### src/rtl/parser_collector.sv
// parser_collector
// Return path of the slice distributor. Each one-hot dispatch grant is queued in
// an order FIFO; result beats are then drained only from the parser at the FIFO
// head, so the output stream follows dispatch order even when parsers complete
// out of order.
//
// Ports
//   clk, rst_n          clock (rising edge) and synchronous active-low reset
//   dispatch_grant      one-hot dispatch from the distributor (0 = no dispatch)
//   order_full          registered stop to the distributor
//   in_valid/in_last    per-parser beat valid and end-of-slice flag
//   in_data             flattened beats, parser i at [i*DATA_W +: DATA_W]
//   in_ready            per-parser accept, only ever the head parser
//   out_valid/out_data/out_last/out_idx/out_ready
//                       registered output beat with source parser index
//   idle                order FIFO empty and no output beat held
//   grant_err           sticky: multi-hot grant or push into a full FIFO
module parser_collector #(
  parameter int NUM_PARSER  = 6,
  parameter int IDX_W       = 3,
  parameter int DATA_W      = 64,
  parameter int ORDER_DEPTH = 16
) (
  input  logic                         clk,
  input  logic                         rst_n,
  input  logic [NUM_PARSER-1:0]        dispatch_grant,
  output logic                         order_full,
  input  logic [NUM_PARSER-1:0]        in_valid,
  input  logic [NUM_PARSER-1:0]        in_last,
  input  logic [NUM_PARSER*DATA_W-1:0] in_data,
  output logic [NUM_PARSER-1:0]        in_ready,
  output logic                         out_valid,
  output logic [DATA_W-1:0]            out_data,
  output logic                         out_last,
  output logic [IDX_W-1:0]             out_idx,
  input  logic                         out_ready,
  output logic                         idle,
  output logic                         grant_err
);

  localparam int PTR_W = $clog2(ORDER_DEPTH);
  localparam int CNT_W = PTR_W + 1;

  // One-hot to binary index of the set bit.
  function automatic logic [IDX_W-1:0] onehot_to_idx(input logic [NUM_PARSER-1:0] oh);
    logic [IDX_W-1:0] idx;
    idx = {IDX_W{1'b0}};
    for (int i = 0; i < NUM_PARSER; i++) begin
      if (oh[i]) begin
        idx = idx | IDX_W'(i);
      end
    end
    return idx;
  endfunction

  logic [NUM_PARSER-1:0] order_mem [ORDER_DEPTH];
  logic [PTR_W-1:0]      rd_ptr_r;
  logic [PTR_W-1:0]      wr_ptr_r;
  logic [CNT_W-1:0]      count_r;
  logic [CNT_W-1:0]      count_next_s;

  logic [NUM_PARSER-1:0] head_s;
  logic                  head_valid_s;
  logic                  out_free_s;
  logic                  accept_s;
  logic                  head_last_s;
  logic                  pop_s;
  logic                  grant_any_s;
  logic                  grant_multi_s;
  logic                  full_s;
  logic                  push_s;
  logic                  err_s;
  logic                  out_valid_next_s;
  logic [DATA_W-1:0]     sel_data_s;

  assign head_s        = order_mem[rd_ptr_r];
  assign head_valid_s  = (count_r != {CNT_W{1'b0}});
  // Output register can take a new beat when empty or being drained this cycle.
  assign out_free_s    = ~out_valid | out_ready;
  assign accept_s      = head_valid_s & (|(head_s & in_valid)) & out_free_s;
  assign head_last_s   = |(head_s & in_last);
  assign pop_s         = accept_s & head_last_s;
  assign in_ready      = head_s & {NUM_PARSER{head_valid_s & out_free_s}};

  // x & (x-1) clears the lowest set bit; anything left means more than one bit.
  assign grant_any_s   = |dispatch_grant;
  assign grant_multi_s = |(dispatch_grant & (dispatch_grant - NUM_PARSER'(1)));
  assign full_s        = (count_r == CNT_W'(ORDER_DEPTH));
  // At full a push is only legal when the head slice retires in the same cycle.
  assign push_s        = grant_any_s & ~grant_multi_s & (~full_s | pop_s);
  assign err_s         = (grant_any_s & grant_multi_s) |
                         (grant_any_s & ~grant_multi_s & full_s & ~pop_s);

  // Head-parser data mux, next count and next output-valid.
  always_comb begin
    sel_data_s = {DATA_W{1'b0}};
    for (int i = 0; i < NUM_PARSER; i++) begin
      if (head_s[i]) begin
        sel_data_s = sel_data_s | in_data[i*DATA_W +: DATA_W];
      end else begin
        sel_data_s = sel_data_s;
      end
    end

    case ({push_s, pop_s})
      2'b10:   count_next_s = count_r + CNT_W'(1);
      2'b01:   count_next_s = count_r - CNT_W'(1);
      default: count_next_s = count_r;
    endcase

    if (accept_s) begin
      out_valid_next_s = 1'b1;
    end else if (out_ready) begin
      out_valid_next_s = 1'b0;
    end else begin
      out_valid_next_s = out_valid;
    end
  end

  // Order FIFO storage; contents are don't-care while the count says empty.
  always_ff @(posedge clk) begin
    if (push_s) begin
      order_mem[wr_ptr_r] <= dispatch_grant;
    end
  end

  // Pointers, count, status flags and the output beat register.
  always_ff @(posedge clk) begin
    if (!rst_n) begin
      rd_ptr_r   <= {PTR_W{1'b0}};
      wr_ptr_r   <= {PTR_W{1'b0}};
      count_r    <= {CNT_W{1'b0}};
      order_full <= 1'b0;
      idle       <= 1'b1;
      grant_err  <= 1'b0;
      out_valid  <= 1'b0;
      out_data   <= {DATA_W{1'b0}};
      out_last   <= 1'b0;
      out_idx    <= {IDX_W{1'b0}};
    end else begin
      if (push_s) begin
        wr_ptr_r <= wr_ptr_r + PTR_W'(1);
      end
      if (pop_s) begin
        rd_ptr_r <= rd_ptr_r + PTR_W'(1);
      end
      count_r    <= count_next_s;
      // Asserted one entry early: the distributor's stop is registered and it
      // may still issue one more dispatch.
      order_full <= (count_next_s >= CNT_W'(ORDER_DEPTH - 1));
      idle       <= (count_next_s == {CNT_W{1'b0}}) & ~out_valid_next_s;
      grant_err  <= grant_err | err_s;
      out_valid  <= out_valid_next_s;
      if (accept_s) begin
        out_data <= sel_data_s;
        out_last <= head_last_s;
        out_idx  <= onehot_to_idx(head_s);
      end
    end
  end

endmodule

### config.mk
export PLATFORM = sky130hd
export DESIGN_NAME = parser_collector
export DESIGN_NICKNAME = d
export VERILOG_FILES = /design/src/rtl/parser_collector.sv
export SDC_FILE = /design/constraint.sdc
export NUM_CORES = 1
export LEC_CHECK = 0
export BUFFER_PORTS_ARGS = -buffer_cell sky130_fd_sc_hd__buf_2
export CAP_MARGIN = 25
export CORE_AREA = 5 5 186 188
export DETAILED_ROUTE_END_ITERATION = 10
export DIE_AREA = 0 0 191 193
export HOLD_SLACK_MARGIN = 0.08
export SLEW_MARGIN = 20
export SYNTH_ARGS = -nofsm -noshare
export SYNTH_HDL_FRONTEND = slang
export SYNTH_SLANG_ARGS = --single-unit
### constraint.sdc
create_clock -name clk -period 9.47 [get_ports clk]
set_clock_uncertainty 0.2 [all_clocks]
set_input_delay 0.4735 -clock clk [delete_from_list [all_inputs] [get_ports clk]]
set_output_delay 0.4735 -clock clk [all_outputs]
set_load 0.02 [all_outputs]
==> reports/results.tsv <==
metric	value	unit
finalHoldViolCount	0	
core_area	32900	sq um
rsz0062_at_grt	false	
finalWeightedCongestion	0.935	
synth_cells	776	
period_needed	5.15	ns
crit_required	9.33	ns
end_kind	flip-flop	
path_max_fanout	40	
firstDrtPassIters	11	
drive_above_1_share	45.9	%
hold_path.class	primary input to flip-flop	
antenna_found_initial	10	
ys_types	70	
syn_area	9090	sq um
hold_start	in_data[87]	
p_per_area	314	nW/um^2
setup-violations-final	0	
die_area	36900	sq um
power.leakage	5.12	nW
synth_seq_cells	185	
dp_slack	4.30	ns
final_cell_mix	482 x buf_2, 128 x a222oi_1, 106 x nor2_1	
ios	483	
htreeDepth	4	
synth_top_area_share	31.7	%
synth_edf_count	96	
grt_pass1_wl	64400	um
seq_area_frac_synth	51.3	%
tns	0	ns
cts_buffer_depth	2	
drt_iter0_markers	1371	
vias	9557	
wirelength	48100	um
worst-setup-path-type	flip-flop to flip-flop	
cts_buffers	17	
grt_pass1_vias	9094	
start_kind	flip-flop	
hold_buffers	0	
synth_area_leader_cell	edfxtp_1	
fmax	0.194	GHz
maxCapViolCount	0	
drv_slew	0	
nets	1625	
clk_pin_slew	0.09	ns
fp-row-count	67	
synth_area_leaders	edfxtp_1 32%, dfxtp_1 20%, a222oi_1 14%, a311oi_1 6.3%, nor2_1 4.4%	
syn_avg_cell_area	11.7	sq um
overflow	0	
cts.sinks	185	
worstMarginPinSlew	1.09	ns
die_x	191	um
cp_data_arrival_time	5.02	ns
routedWlPerCell	28.7	um
fin_util	37.8	%
cts_tree	yes	
drc	2	
violations	design-rule violations	
die_y	193	um
syn_to_final_growth	37.0	%
yosysWarnings	0	
antenna_left	0	
grt_start_max_net_pins	99	
clk_latency	0.44	ns
ys.flop_type	edfxtp_1	
postCtsSetupRepairBufs	0	
max-slew-margin-rel	26.6	%
dp_hpwl	37400	um
final_common_cell	buf_2	
syn_nets	1190	
ctsResizeCount	0	
via_per_inst	5.71	
grt_use_total	24.2	%
vdd_ir_drop_max	0.000204	V
fin_ws	4.32	ns
finalCritPeriodShare	54.4	%
status	finished with violations	
cts-root-buf	clkbuf_16	
async_flop_share	0	%
numPortBuffers	482	
start_util	27.6	%
## state kept, by name, indices dropped and copies added, names as in the netlist, named ones only
register	count
out_valid	1
out_idx	3
order_full	1
out_last	1
rd_ptr_r	4
wr_ptr_r	4
idle	1
grant_err	1
count_r	5
out_data	64
order_mem	96
## through the flow
step	area, sq um	hold WS (ns)	instances	power (mW)
final	12500	0.260	1675	3.92
after global routing	12500	0.247	1675	4.14
after CTS	12400	0.235	1671	3.93
after detailed placement	11800	0.290	1639	3.17
after global placement	11800	0.287	1639	3.16
after floorplan	9090	0.259	776	2.41
## cell type report
cell class	count	area, sq um
fillers	3268	20500
flip-flops and latches	185	4660
multi-input cells	502	4070
repair buffers	495	2510
well taps	448	561
clock buffers	17	425
clock inverters	15	181
inverters	10	38.8
diodes	3	7.51
## cells by family (layout without fill, tap and decap cells)
| group | count (synthesis) | count (layout) | share of synthesized area [%] |
|---|---|---|---|
| adder cells (fa/ha/maj) | 10 | 10 | 1.45 |
| AND/OR/NAND/NOR | 180 | 180 | 8.72 |
| multiplexers | 42 | 42 | 6.43 |
| XOR/XNOR | 10 | 10 | 0.964 |
| flip-flops | 185 | 185 | 51.3 |
| buffers and inverters | 89 | 537 | 4.71 |
| other | 0 | 3 | 0 |
| AO/OA/AOI/OAI | 260 | 260 | 26.4 |
## cells in the mapped netlist, types with 2 or more instances
library cell,n
or3_1,2
nor2b_1,9
mux4_2,6
inv_1,9
nand2b_1,5
edfxtp_1,96
mux2_2,8
o21a_1,3
a21oi_1,9
a211oi_2,3
ha_1,8
buf_2,17
nand4_1,4
dfxtp_1,89
o21ai_0,5
mux4_1,4
a21o_1,2
a211oi_1,4
a2111oi_0,3
xor2_1,3
clkbuf_1,51
mux2i_1,22
a222oi_1,128
nor2_1,106
a221o_1,2
buf_4,2
nand2_1,23
o21ai_1,2
xnor2_1,7
nor4_1,2
nor3_1,11
a22oi_1,8
and2_1,2
nand3_1,8
o22ai_1,5
buf_6,6
o221ai_1,2
o32ai_1,2
and3_1,3
a311oi_1,65
## metal layers
layer / vias to the layer above / track usage (%) / part of all wire (%)
met3: 53 / 11.8 / 14
li1: 4200 / - / -
met4: 8 / 5.86 / 1.8
met5: - / 0 / 0.10
met1: 4718 / 33.4 / 43
met2: 578 / 34.2 / 42
## path summary, 6_finish.rpt
check	depth (start not counted)	endpoint	slack, ns
max reg2reg	10	order_mem[1][2]$_DFFE_PP_	4.32
max	10	order_mem[1][2]$_DFFE_PP_	4.32
min	3	out_data[23]$_SDFFE_PN0P_	0.26
min reg2reg	2	out_data[35]$_SDFFE_PN0P_	0.31
## critical path, cell delays in order, from the launching register on
cell and delay [ns]:
dfxtp_1 0.92, inv_1 0.38, a221o_1 0.41, o22a_1 0.27
o221a_4 0.29, a31oi_4 0.21, buf_4 0.44, a21oi_2 0.21
nor2_1 0.38, nand2_1 0.20, nor3_1 0.85
## where the power goes
part	switching, mW	internal, mW	leakage, nW	total, mW
combinational	1.39	0.667	3.22	2.06
sequential	0.111	0.995	1.61	1.11
clock	0.386	0.364	0.294	0.749
(Power assumes the default switching activity.)
